## src/rtl/io_port_pkg.sv

```systemverilog
// Shared register map and bit positions for the memory-mapped I/O port responder.
package io_port_pkg;

  // Word offsets decoded from Address[3:2]
  typedef enum logic [1:0] {
    OFS_DATA_OUT = 2'd0,
    OFS_DATA_IN  = 2'd1,
    OFS_STATUS   = 2'd2,
    OFS_CTRL     = 2'd3
  } reg_ofs_e;

  localparam int ST_EMPTY     = 0;
  localparam int ST_FULL      = 1;
  localparam int ST_IN_CHG    = 2;
  localparam int ST_OVF       = 3;
  localparam int ST_COUNT_LSB = 4;
  localparam int ST_COUNT_W   = 4;

  localparam int CTRL_EN    = 0;
  localparam int CTRL_FLUSH = 1;

  localparam logic CTRL_EN_RST = 1'b1;

endpackage

```

## src/rtl/io_port_responder_fifo.sv

```systemverilog
// Small synchronous FIFO with flush; head is presented combinationally and reads 0 when empty.
module sync_fifo #(
  parameter int WIDTH = 32,
  parameter int DEPTH = 4,
  localparam int AW = $clog2(DEPTH),
  localparam int CW = AW + 1
) (
  input  logic             i_clk,
  input  logic             i_rst_n,
  input  logic             i_push,
  input  logic             i_pop,
  input  logic             i_flush,
  input  logic [WIDTH-1:0] i_din,
  output logic [WIDTH-1:0] o_head,
  output logic             o_full,
  output logic             o_empty,
  output logic [CW-1:0]    o_count
);

  logic [WIDTH-1:0] r_mem [DEPTH];
  logic [AW-1:0]    r_wr_ptr, r_rd_ptr;
  logic [CW-1:0]    r_count;
  logic             w_push, w_pop;

  assign o_full  = (r_count == CW'(DEPTH));
  assign o_empty = (r_count == '0);
  assign o_count = r_count;

  // A pop frees the slot the push lands in, so full+push+pop is legal.
  assign w_pop  = i_pop && !o_empty && !i_flush;
  assign w_push = i_push && !i_flush && (!o_full || w_pop);

  always_ff @(posedge i_clk or negedge i_rst_n) begin
    if (!i_rst_n) begin
      r_wr_ptr <= '0;
      r_rd_ptr <= '0;
      r_count  <= '0;
    end else if (i_flush) begin
      r_wr_ptr <= '0;
      r_rd_ptr <= '0;
      r_count  <= '0;
    end else begin
      if (w_push) r_wr_ptr <= r_wr_ptr + 1'b1;
      if (w_pop)  r_rd_ptr <= r_rd_ptr + 1'b1;
      case ({w_push, w_pop})
        2'b10:   r_count <= r_count + 1'b1;
        2'b01:   r_count <= r_count - 1'b1;
        default: r_count <= r_count;
      endcase
    end
  end

  always_ff @(posedge i_clk) begin
    if (w_push) r_mem[r_wr_ptr] <= i_din;
  end

  assign o_head = o_empty ? '0 : r_mem[r_rd_ptr];

endmodule

```

## src/rtl/io_port_responder.sv

```systemverilog
// Memory-mapped I/O responder: store-fed output FIFO with valid/ready drain, synchronized input
// port with change flag, and status/control registers in a 16-byte window.
module io_port_responder
  import io_port_pkg::*;
#(
  parameter logic [31:0] BASE_ADDR  = 32'hFFFF_0000,
  parameter int          FIFO_DEPTH = 4,
  parameter int          IN_WIDTH   = 8
) (
  input  logic                clk,
  input  logic                reset,
  input  logic [31:0]         Address,
  input  logic [31:0]         WriteData,
  input  logic                MemWrite,
  input  logic                MemRead,
  output logic [31:0]         ReadData,
  output logic                Hit,
  input  logic [IN_WIDTH-1:0] PortIn,
  output logic [31:0]         PortOut,
  output logic                PortOutValid,
  input  logic                PortOutReady
);

  localparam int CW = $clog2(FIFO_DEPTH) + 1;

  reg_ofs_e            w_sel;
  logic                w_wr, w_rd, w_push, w_pop, w_flush;
  logic                w_full, w_empty;
  logic [CW-1:0]       w_count;
  logic [31:0]         w_status;
  logic                w_unused_addr;

  logic [31:0]         r_last_out;
  logic                r_ovf, r_in_chg, r_en;
  logic [IN_WIDTH-1:0] r_sync1, r_sync2, r_prev;

  assign Hit           = (Address[31:4] == BASE_ADDR[31:4]);
  assign w_sel         = reg_ofs_e'(Address[3:2]);
  assign w_unused_addr = ^Address[1:0];
  assign w_wr          = Hit && MemWrite;
  assign w_rd          = Hit && MemRead;
  assign w_push        = w_wr && (w_sel == OFS_DATA_OUT);
  assign w_flush       = w_wr && (w_sel == OFS_CTRL) && WriteData[CTRL_FLUSH];

  // EN only gates the handshake; queued words stay put while disabled.
  assign PortOutValid = !w_empty && r_en;
  assign w_pop        = PortOutValid && PortOutReady;

  sync_fifo #(.WIDTH(32), .DEPTH(FIFO_DEPTH)) u_fifo (
    .i_clk   (clk),
    .i_rst_n (reset),
    .i_push  (w_push),
    .i_pop   (w_pop),
    .i_flush (w_flush),
    .i_din   (WriteData),
    .o_head  (PortOut),
    .o_full  (w_full),
    .o_empty (w_empty),
    .o_count (w_count)
  );

  always_ff @(posedge clk or negedge reset) begin
    if (!reset) begin
      r_last_out <= '0;
      r_ovf      <= 1'b0;
      r_in_chg   <= 1'b0;
      r_en       <= CTRL_EN_RST;
      r_sync1    <= '0;
      r_sync2    <= '0;
      r_prev     <= '0;
    end else begin
      if (w_push) begin
        if (!w_full || w_pop) r_last_out <= WriteData;
        else                  r_ovf      <= 1'b1;
      end else if (w_wr && (w_sel == OFS_STATUS) && WriteData[ST_OVF]) begin
        r_ovf <= 1'b0;
      end
      if (w_wr && (w_sel == OFS_CTRL)) r_en <= WriteData[CTRL_EN];
      r_sync1 <= PortIn;
      r_sync2 <= r_sync1;
      r_prev  <= r_sync2;
      // A fresh change outranks the clear from a coincident DATA_IN read.
      if (r_sync2 != r_prev)                  r_in_chg <= 1'b1;
      else if (w_rd && (w_sel == OFS_DATA_IN)) r_in_chg <= 1'b0;
    end
  end

  always_comb begin
    w_status = '0;
    w_status[ST_EMPTY]  = w_empty;
    w_status[ST_FULL]   = w_full;
    w_status[ST_IN_CHG] = r_in_chg;
    w_status[ST_OVF]    = r_ovf;
    w_status[ST_COUNT_LSB +: ST_COUNT_W] = ST_COUNT_W'(w_count);
  end

  always_comb begin
    ReadData = '0;
    if (w_rd) begin
      case (w_sel)
        OFS_DATA_OUT: ReadData = r_last_out;
        OFS_DATA_IN:  ReadData = 32'(r_sync2);
        OFS_STATUS:   ReadData = w_status;
        OFS_CTRL:     ReadData[CTRL_EN] = r_en;
        default:      ReadData = '0;
      endcase
    end
  end

endmodule

```

## config.mk

```make
export PLATFORM = sky130hd
export DESIGN_NAME = io_port_responder
export DESIGN_NICKNAME = d
export VERILOG_FILES = /design/src/rtl/io_port_pkg.sv /design/src/rtl/io_port_responder_fifo.sv /design/src/rtl/io_port_responder.sv
export SDC_FILE = /design/constraint.sdc
export NUM_CORES = 1
export LEC_CHECK = 0
export BUFFER_PORTS_ARGS = -buffer_cell sky130_fd_sc_hd__buf_2
export CAP_MARGIN = 20
export CELL_PAD_IN_SITES_DETAIL_PLACEMENT = 1
export CELL_PAD_IN_SITES_GLOBAL_PLACEMENT = 2
export CORE_MARGIN = 4
export CORE_UTILIZATION = 44
export DETAILED_ROUTE_END_ITERATION = 7
export PLACE_DENSITY_LB_ADDON = 0.1
export RECOVER_POWER = 50
export SLEW_MARGIN = 5
export SYNTH_ARGS = -nofsm -noshare
export SYNTH_HDL_FRONTEND = slang
export SYNTH_HIERARCHICAL = 1
export SYNTH_SLANG_ARGS = --single-unit
```

## constraint.sdc

```tcl
create_clock -name clk -period 6.8 [get_ports clk]
set_clock_uncertainty 0.15 [all_clocks]
set_input_delay 0.68 -clock clk [delete_from_list [all_inputs] [get_ports clk]]
set_output_delay 0.68 -clock clk [all_outputs]
set_load 0.05 [all_outputs]
```

==> impl_metrics.yaml, run 1 <==
timing:
  tightest_slew_ns: 3.93
  setup-tns-final_ns: 0
  fmax_mhz: 235
  hold_ws_ns: 0.199
  rsz0062_at_grt: "no"
  slew_viol_final: 67
  relSlewSlack_pct: -162
  fin_crit_sh_pct: 62.6
  layout_min_cycle_time_ns: 4.25
  setup_viol: 0
  finalHoldViolCount: 0
worst_setup_path:
  cp_num_buf_inv: 1
  critPathTopFamily: "buffers and inverters"
  cp.arrival_ns: 3.43
  path_max_fanout: 66
  reg2reg_to: "u_fifo/r_mem[3][19]"
  reg2reg_depth: 6
  path_class: "in -> async"
  crit_path_max_incr_delay_ns: 2.72
  reg2reg_from: "u_fifo/o_count[0]"
  cp_num_cells: 1
  startpoint_type: "primary input"
  path_cells: "clkbuf_1"
  required_ns: 5.97
  reg2reg_slack_ns: 3.43
  cpMaxStageDelayCell: "clkbuf_1"
  endpoint_kind: "asynchronous set/reset pin"
layout:
  antennaDiodeCount: 0
  layout-drive-gt1-share_pct: 36.2
  nNetsFinal: 687
  layoutNonFillerInstCount: 847
  nFillCells: 1776
  multiInputGateArea_sq_mm: 0.00241
  regArea_sq_mm: 0.00550
  syn2layout_area_growth_pct: 18.1
synth:
  netlist_area_sq_mm: 0.00809
  synth-seq-cells: 194
  syn_avg_cell_area_sq_um: 17.6
  synth_top_area_cell: "edfxtp_1"
  ys_types: 54
  yosysSeqAreaShare_pct: 68.0
  synth_top_area_share_pct: 47.5
  yosys-top-cells-area: "edfxtp_1 (48%), dfrtp_1 (20%), mux4_2 (9.2%)"
  ys_async_sr_fraction_pct: 34.0
  syn_inst: 460
  postSynthNetCount: 542
  synthFlopType: "edfxtp_1"
  synth_warnings: 6
  synth_edf_count: 128
power_and_ir_drop:
  powerDensity_mw_per_mm2: 242
  ir_drop_uv: 162
  power_leakage_uw: 0.00385
  finalPower_uw: 2310
drt:
  drc_errors: 0
  drt-initial-drc-count: 218
  firstDrtPassIters: 4
  ant_nets: 0
  wl_per_cell_um: 21.0
  routed_via_density: 5.28
  wl_um: 17800
  num_vias: 4470
hold_path:
  hold_path_class: "in -> reg"
  hold_depth: 1
  hp-start: "PortIn[1]"
  whs_endpoint: "r_sync1[1]"
place:
  port_buffers: 140
  routabilityCongestion: 0.747
  hpwl_um: 11300
  post-place-cells: 813
clock_tree:
  cts-root-buf: "clkbuf_16"
  worstSkewPairLatency_ns: 0.43
  cts.sinks: 194
  cts_made_buffers: 17
  h-tree-depth: 4
  cts_hold_buf: 0
  cts_setup_buffers: 0
  path_clk_slew_ns: 0.07
  clock_path_buffers: 2
  cts_resized: 0
  cts_tree: "done"
die:
  ioPinCount: 143
  dieArea_sq_mm: 0.0206
  rows: 49
  die_y_um: 144
  start_util_pct: 44.9
  core-area_sq_mm: 0.0180
  die_w_um: 144
grt:
  grt_max_degree: 67
  grt_pass1_vias: 5012
  grt_pass1_wl_um: 28300
  antenna_found_initial: 1
  gr-total-overflow: 0
  grt_use_total_pct: 18.3
run:
  max_cap_violations: 1
outcome:
  outcome: "finished with violations"
  violations: "max-capacitance violations, max-slew violations"
## how the worst max path moves through the flow
stage / startpoint / to / slack [ns]
after detailed placement: Address[6] / u_fifo/r_mem[3][17] / 2.55
after CTS: Address[6] / ReadData[12] / 2.93
after global routing: reset / u_fifo/r_rd_ptr[0] / 1.69
after global placement: Address[6] / u_fifo/r_mem[2][18] / 2.71
final: reset / u_fifo/r_rd_ptr[0] / 2.55
after floorplan: Address[6] / u_fifo/r_mem[0][0] / 1.81
## routing by layer
| layer | global-route usage [%] | up-vias | part of all wire (%) |
|---|---|---|---|
| met5 | 0 | - | 0.039 |
| met4 | 4.16 | 2 | 1.1 |
| met3 | 5.09 | 15 | 5.9 |
| met2 | 29.7 | 134 | 48 |
| met1 | 25.0 | 2297 | 45 |
| li1 | - | 2022 | - |
## cell families after synthesis
group | share of synthesized area, %
DFF | 68.0
and+or+nand+nor | 9.53
muxes | 16.4
buffers and inverters | 2.10
AOI/OAI and AO/OA | 1.89
xor gates and xnor gates | 1.30
adders and majority gates | 0.866
## through the flow
stage / setup WS [ns] / util [%] / area [sq um]
6_report: 2.55 / 53.0 / 9560
5_1_grt: 1.69 / 53.0 / 9560
4_1_cts: 2.93 / 53.3 / 9600
3_5_place_dp: 2.55 / 50.0 / 9010
3_3_place_gp: 2.71 / 50.0 / 9010
2_1_floorplan: 1.81 / - / 8090
## layout by cell type, fill, tap and decap left out, drive strengths merged, types with 3 or more instances in the layout
cell type	Yosys	final
nor3b	4	4
nor3	7	7
mux4	33	33
nor4	4	4
ha	4	4
nand3	6	6
buf	16	116
nor2	20	20
and2	25	25
a21oi	8	8
mux2i	8	8
xor2	11	11
and4	4	4
clkbuf	7	52
nand4	3	3
dfrtp	65	65
mux2	34	34
nand2	5	5
nor2b	35	35
inv	5	16
edfxtp	128	128
## power breakdown
part	switching [uW]	total (uW)	leakage [uW]	internal, uW
Clock	469	989	0.000297	520
Combinational	33.1	52.4	0.00155	19.3
Sequential	4.44	1270	0.00200	1270
## cells in the mapped netlist (6+ instances only)
cell	count
nor2_1	20
and2_1	25
edfxtp_1	128
dfrtp_1	65
nor2b_1	35
mux4_2	33
xor2_1	11
mux2i_1	8
nand3_1	6
a21oi_1	8
mux2_4	31
## sequential cells by signal (all words and copies together) (netlist names)
name / count
r_prev: 8
r_last_out: 32
r_ovf: 1
r_in_chg: 1
r_sync2: 8
u_fifo/r_rd_ptr: 2
u_fifo/r_wr_ptr: 2
u_fifo/r_mem: 128
u_fifo/o_count: 3
r_sync1: 8
r_en: 1
## cell type report
type | count | area share (%)
clock buffer | 19 | 4.86
sequential | 194 | 57.5
multi-input combinational | 238 | 25.3
clock inverter | 13 | 1.32
inverter | 5 | 0.196
timing repair buffer | 149 | 7.82
tap | 229 | 3.00
## worst register-to-register path, stage by stage (launching register included)
cell	delay [ns]
dfrtp_1	0.61
nor3_4	0.09
nand3b_1	0.24
inv_1	0.31
o21ai_0	0.34
nor3b_2	0.75
buf_4	0.51
No activity file was read; power rests on OpenSTA's default activity.
==> run 2, diff against run 1 <==
--- a/config.mk
+++ b/config.mk
@@ -10,7 +10,7 @@
 export CELL_PAD_IN_SITES_DETAIL_PLACEMENT = 1
 export CELL_PAD_IN_SITES_GLOBAL_PLACEMENT = 2
 export CORE_MARGIN = 4
-export CORE_UTILIZATION = 44
+export CORE_UTILIZATION = 37
 export DETAILED_ROUTE_END_ITERATION = 7
 export PLACE_DENSITY_LB_ADDON = 0.1
 export RECOVER_POWER = 50
==> constraint.sdc (replaced) <==
create_clock -name clk -period 3.45 [get_ports clk]
set_clock_uncertainty 0.15 [all_clocks]
set_input_delay 0.345 -clock clk [delete_from_list [all_inputs] [get_ports clk]]
set_output_delay 0.345 -clock clk [all_outputs]
set_load 0.05 [all_outputs]
==> impl_metrics.yaml, run 2 (synthesis results as in run 1) <==
outcome:
  outcome: "finished with violations"
  violations: "max-capacitance violations, max-slew violations"
grt:
  grt_pass1_wl_um: 29900
  gr-total-overflow: 0
  grt_pass1_vias: 5204
  grt_use_total_pct: 16.4
  grt_max_degree: 67
  antenna_found_initial: 0
place:
  port_buffers: 140
  hpwl_um: 12500
  dpl_cell_area_sq_mm: 0.00922
  post-place-cells: 871
  routabilityCongestion: 0.768
worst_setup_path:
  startpoint_type: "flop"
  path_class: "reg -> reg"
  endpoint_kind: "flop"
  cp.arrival_ns: 3.28
  path_max_fanout: 11
  required_ns: 3.64
timing:
  setup-tns-final_ns: 0
  fmax_mhz: 325
  relSlewSlack_pct: -23.8
  rsz0062_at_grt: "no"
  slew_viol_final: 67
  setup_viol: 0
  finalHoldViolCount: 0
  layout_min_cycle_time_ns: 3.08
  tightest_slew_ns: 1.86
  fin_crit_sh_pct: 89.3
drt:
  drt-initial-drc-count: 237
  num_vias: 4604
  wl_per_cell_um: 20.3
  routed_via_density: 4.94
  wl_um: 18900
  drc_errors: 0
  firstDrtPassIters: 4
  ant_nets: 0
power_and_ir_drop:
  finalPower_uw: 4570
  ir_drop_uv: 292
  powerDensity_mw_per_mm2: 456
  power_leakage_uw: 0.00403
die:
  ioPinCount: 143
  die_w_um: 156
  die_y_um: 156
  dieArea_sq_mm: 0.0243
  core-area_sq_mm: 0.0213
  rows: 53
  start_util_pct: 38.0
layout:
  nNetsFinal: 727
  layout-drive-gt1-share_pct: 35.5
  nFillCells: 2098
  largestRegisters: "u_fifo/r_mem: 128 flops, r_last_out: 32 flops"
  final_area_sq_mm: 0.0100
  largest_reg_flops: 128
  largest-register: "u_fifo/r_mem"
  final_cell_mix: "edfxtp_1 (128), buf_2 (106), dfrtp_1 (63)"
  layoutNonFillerInstCount: 932
  layout_commonest_cell: "edfxtp_1"
  syn2layout_area_growth_pct: 24.1
  utilization_pct: 47.2
  antennaDiodeCount: 0
clock_tree:
  worstSkewPairLatency_ns: 0.43
  cts_made_buffers: 17
  cts.sinks: 194
  h-tree-depth: 4
  cts_resized: 0
  path_clk_slew_ns: 0.07
  cts-root-buf: "clkbuf_16"
  clock_path_buffers: 2
  cts_tree: "done"
hold_path:
  hold_path_class: "in -> reg"
run:
  max_cap_violations: 1
-- run 2: changes by cell type in the layout (fill, tap and decap cells not counted), moves of 4 or more --
cell	delta
buf_4	+7
nor3b_2	-4
nor3b_4	+4
mux2_1	-5
inv_8	-4
dlygate4sd3_1	+30
clkbuf_1	+4
mux2_4	+5
-- run 2: cell type report --
cell class,instances,area [sq um],share of cell area (%)
clock buffer,23,522,5.20
clock inverter,8,62.6,0.623
inverter,5,18.8,0.187
multi-input combinational,238,2460,24.5
sequential,194,5500,54.8
tap,275,344,3.43
timing repair buffer,189,1130,11.3
-- run 2: timing repair --
action	CTS	global route
buffers inserted	0	0
hold endpoints to repair	155	0
hold buffers	30	0
-- run 2: stage by stage --
| stage | hold slack (ns) | setup slack (ns) |
|---|---|---|
| after floorplan | -0.101 | -0.170 |
| after global placement | 0.185 | 0.344 |
| after detailed placement | 0.188 | 0.246 |
| after CTS | 0.000683 | 0.473 |
| after global routing | 0.0957 | 0.170 |
| final | 0.0904 | 0.369 |
-- run 2: path summary, 6_finish.rpt --
check	slack (ns)	cells past startpoint	to	start
worst max-delay path	0.37	9	u_fifo/o_count[2]	u_fifo/o_count[1]
worst min-delay path	0.09	1	u_fifo/r_mem[3][21]	WriteData[21]
worst max register to register	0.37	9	u_fifo/o_count[2]	u_fifo/o_count[1]
worst min register to register	0.20	0	r_sync2[7]	r_sync1[7]
max in group asynchronous	1.10	2	u_fifo/r_rd_ptr[1]	reset
min in group asynchronous	0.82	2	r_sync1[0]	reset
-- run 2: power by group --
part	internal (uW)	total [uW]	switching, uW
clock network	1080	1930	855
registers	2500	2510	8.97
logic	60.4	136	75.3
-- run 2: critical path: stages, from the launching register on --
cell and delay (ns):
dfrtp_1 0.51, nor3_1 0.32, nand3b_1 0.21, inv_1 0.20, o31ai_1 0.19, nor3_1 0.12
fa_1 0.40, or3b_1 0.40, or3_1 0.32, a31oi_1 0.17
-- run 2: per-layer routing --
layer	share of wire (%)	wire length, um	vias to the layer above	GRT usage, %
li1	-	-	2096	-
met5	0	0	-	0
met3	4.0	760	16	3.55
met1	43	8100	2382	20.5
met4	1.1	216	0	4.50
met2	52	9870	110	28.9
==> run 3, diff against run 2 <==
--- a/config.mk
+++ b/config.mk
@@ -5,12 +5,13 @@
 export SDC_FILE = /design/constraint.sdc
 export NUM_CORES = 1
 export LEC_CHECK = 0
+export ABC_AREA = 1
 export BUFFER_PORTS_ARGS = -buffer_cell sky130_fd_sc_hd__buf_2
 export CAP_MARGIN = 20
 export CELL_PAD_IN_SITES_DETAIL_PLACEMENT = 1
 export CELL_PAD_IN_SITES_GLOBAL_PLACEMENT = 2
 export CORE_MARGIN = 4
-export CORE_UTILIZATION = 37
+export CORE_UTILIZATION = 32
 export DETAILED_ROUTE_END_ITERATION = 7
 export PLACE_DENSITY_LB_ADDON = 0.1
 export RECOVER_POWER = 50
==> impl_metrics.yaml, run 3 <==
worst_setup_path:
  reg2reg_slack_ns: 0.54
  cpMaxStageDelayCell: "dfrtp_1"
  startpoint_type: "flop"
  crit_path_max_incr_delay_ns: 0.46
  path_max_fanout: 33
  path_cells: "nor2_1 > nand2_1 > inv_1 > buf_4 > nand2_1 > o21ai_0 > a221oi_1 > nor2_1 > buf_2"
  endpoint_kind: "primary output"
  cp.arrival_ns: 2.44
  required_ns: 2.95
  path_class: "reg -> out"
synth:
  yosysMostFrequentCell: "nor2_1"
  synth-seq-cells: 194
  syn_avg_cell_area_sq_um: 10.7
  synth_warnings: 6
  yosysSeqAreaShare_pct: 67.2
  syn_inst: 766
  ys_async_sr_fraction_pct: 34.0
  postSynthNetCount: 848
  ys_types: 32
  synth_edf_count: 128
  synth_commonest_cells: "nor2_1 (176), edfxtp_1 (128), nand2_1 (121), dfrtp_1 (65)"
  yosys-top-cells-area: "edfxtp_1 (47%), dfrtp_1 (20%), nor2_1 (8.1%)"
  netlist_area_sq_mm: 0.00819
  synth_top_area_share_pct: 47.0
  synth_top_area_cell: "edfxtp_1"
  synthFlopType: "edfxtp_1"
drt:
  drc_errors: 0
  num_vias: 6062
  wl_um: 23300
  wl_per_cell_um: 18.4
  ant_nets: 0
  firstDrtPassIters: 4
  routed_via_density: 4.80
  drt-initial-drc-count: 273
power_and_ir_drop:
  seqPwrFrac_pct: 55.6
  power.switching_uw: 994
  p_int_uw: 3510
  switching_share_pct: 22.1
  ir_drop_uv: 285
  p_comb_share_pct: 2.9
  power_leakage_uw: 0.00405
  p_clk_share_pct: 41.4
  powerDensity_mw_per_mm2: 454
clock_tree:
  cts_setup_buffers: 0
  cts_tree: "done"
  cts_made_buffers: 17
  path_clk_slew_ns: 0.07
  worstSkewPairLatency_ns: 0.43
  h-tree-depth: 4
  cts_resized: 0
  clock_path_buffers: 2
  cts.sinks: 194
  cts-root-buf: "clkbuf_16"
place:
  routabilityCongestion: 0.748
  port_buffers: 140
  post-place-cells: 1215
  hpwl_um: 15000
timing:
  setup_viol: 0
  setup-tns-final_ns: 0
  fmax_mhz: 341
  finalHoldViolCount: 0
  tightest_slew_ns: 1.73
  hold_ws_ns: 0.0559
  slew_viol_final: 101
  relSlewSlack_pct: -15.5
  layout_min_cycle_time_ns: 2.93
  rsz0062_at_grt: "no"
  fin_crit_sh_pct: 85.0
layout:
  largest-register: "u_fifo/r_mem"
  layout_commonest_cell: "nor2_1"
  largestRegisters: "u_fifo/r_mem: 128 flops, r_last_out: 32 flops"
  utilization_pct: 39.4
  layout-drive-gt1-share_pct: 18.3
  antennaDiodeCount: 0
  syn2layout_area_growth_pct: 21.1
  layoutNonFillerInstCount: 1264
  nFillCells: 2827
  largest_reg_flops: 128
  nNetsFinal: 1003
  final_cell_mix: "nor2_1 (172), edfxtp_1 (128), nand2_1 (123)"
grt:
  antenna_found_initial: 0
  grt_max_degree: 67
  gr-total-overflow: 0
  grt_pass1_wl_um: 36700
  grt_pass1_vias: 6402
  grt_use_total_pct: 16.7
die:
  rows: 58
  ioPinCount: 143
  core-area_sq_mm: 0.0252
  die_w_um: 168
  start_util_pct: 32.5
  die_y_um: 168
  dieArea_sq_mm: 0.0282
outcome:
  outcome: "finished with violations"
  violations: "max-capacitance violations, max-slew violations"
hold_path:
  hold_path_class: "in -> reg"
run:
  max_cap_violations: 2
run 3: cell types whose count changed after synthesis, moves of 35 or more:
| cell | previous run | this run |
|---|---|---|
| nand4_1 | 2 | 39 |
| inv_1 | 5 | 48 |
| nor2b_1 | 35 | 0 |
| nor2_1 | 20 | 176 |
| nand2_1 | 5 | 121 |
| o21ai_0 | 2 | 48 |
run 3: kinds of logic (layout without fill, tap and decap cells):
kind of cell,after synthesis,count (layout),synth area share [%]
XOR/XNOR,8,8,0.856
adder cells (fa/ha/maj),5,5,0.856
AO/OA/AOI/OAI,112,112,6.99
buffers and inverters,90,258,5.33
flip-flops,194,194,67.2
AND/OR/NAND/NOR,357,357,18.8
run 3: layout make-up:
class / instances / area, sq um / share of cell area (%)
Timing Repair Buffer: 174 / 971 / 9.80
Multi-Input combinational cell: 482 / 2280 / 23.0
Sequential cell: 194 / 5500 / 55.5
Inverter: 52 / 196 / 1.98
Clock inverter: 12 / 104 / 1.05
Tap cell: 330 / 413 / 4.17
Clock buffer: 20 / 447 / 4.51
run 3: path summary, 6_finish.rpt:
| check | start | to | depth (start not counted) |
|---|---|---|---|
| min in group asynchronous | reset | r_last_out[20] | 2 |
| setup reg to reg | u_fifo/o_count[0] | r_last_out[15] | 9 |
| hold reg to reg | r_sync1[6] | r_sync2[6] | 0 |
| max in group asynchronous | reset | u_fifo/r_rd_ptr[0] | 2 |
| setup / recovery | u_fifo/o_count[0] | ReadData[0] | 9 |
| hold / removal | Address[3] | r_en | 3 |
run 3: routing by layer:
layer | share of wire, % | up-vias | global-route usage [%]
li1 | - | 2885 | -
met1 | 46 | 3067 | 22.8
met2 | 50 | 96 | 28.1
met3 | 3.0 | 14 | 2.65
met4 | 1.1 | 0 | 4.41
met5 | 0 | - | 0
run 3: worst max-delay path: cells and delay by family (launching register included):
family,cells,cell delay [ns]
flip-flops,1,0.46
AO/OA/AOI/OAI,2,0.18
buffers and inverters,3,0.81
AND/OR/NAND/NOR,4,0.55
run 3: power by group through the flow:
stage	combinational (uW)	clock (uW)	sequential (uW)
after floorplan	28.3	0	2550
after global placement	121	0	2550
after detailed placement	126	0	2550
after CTS	141	1910	2500
after global routing	149	2010	2500
final	132	1860	2500
run 3: metrics by stage:
step                      setup WS [ns]  total power, uW  area, sq um
final                             0.517             4500         9910
after global routing              0.279             4670         9910
after CTS                         0.491             4560         9960
after detailed placement          0.432             2680         9250
after global placement            0.526             2670         9250
after floorplan                 -0.0480             2580         8200
run 3: timing repair:
| item | in CTS | in global routing |
|---|---|---|
| setup endpoints to repair | 0 | 0 |
| endpoints found under the hold margin | 101 | 2 |
| hold buffers | 16 | 1 |
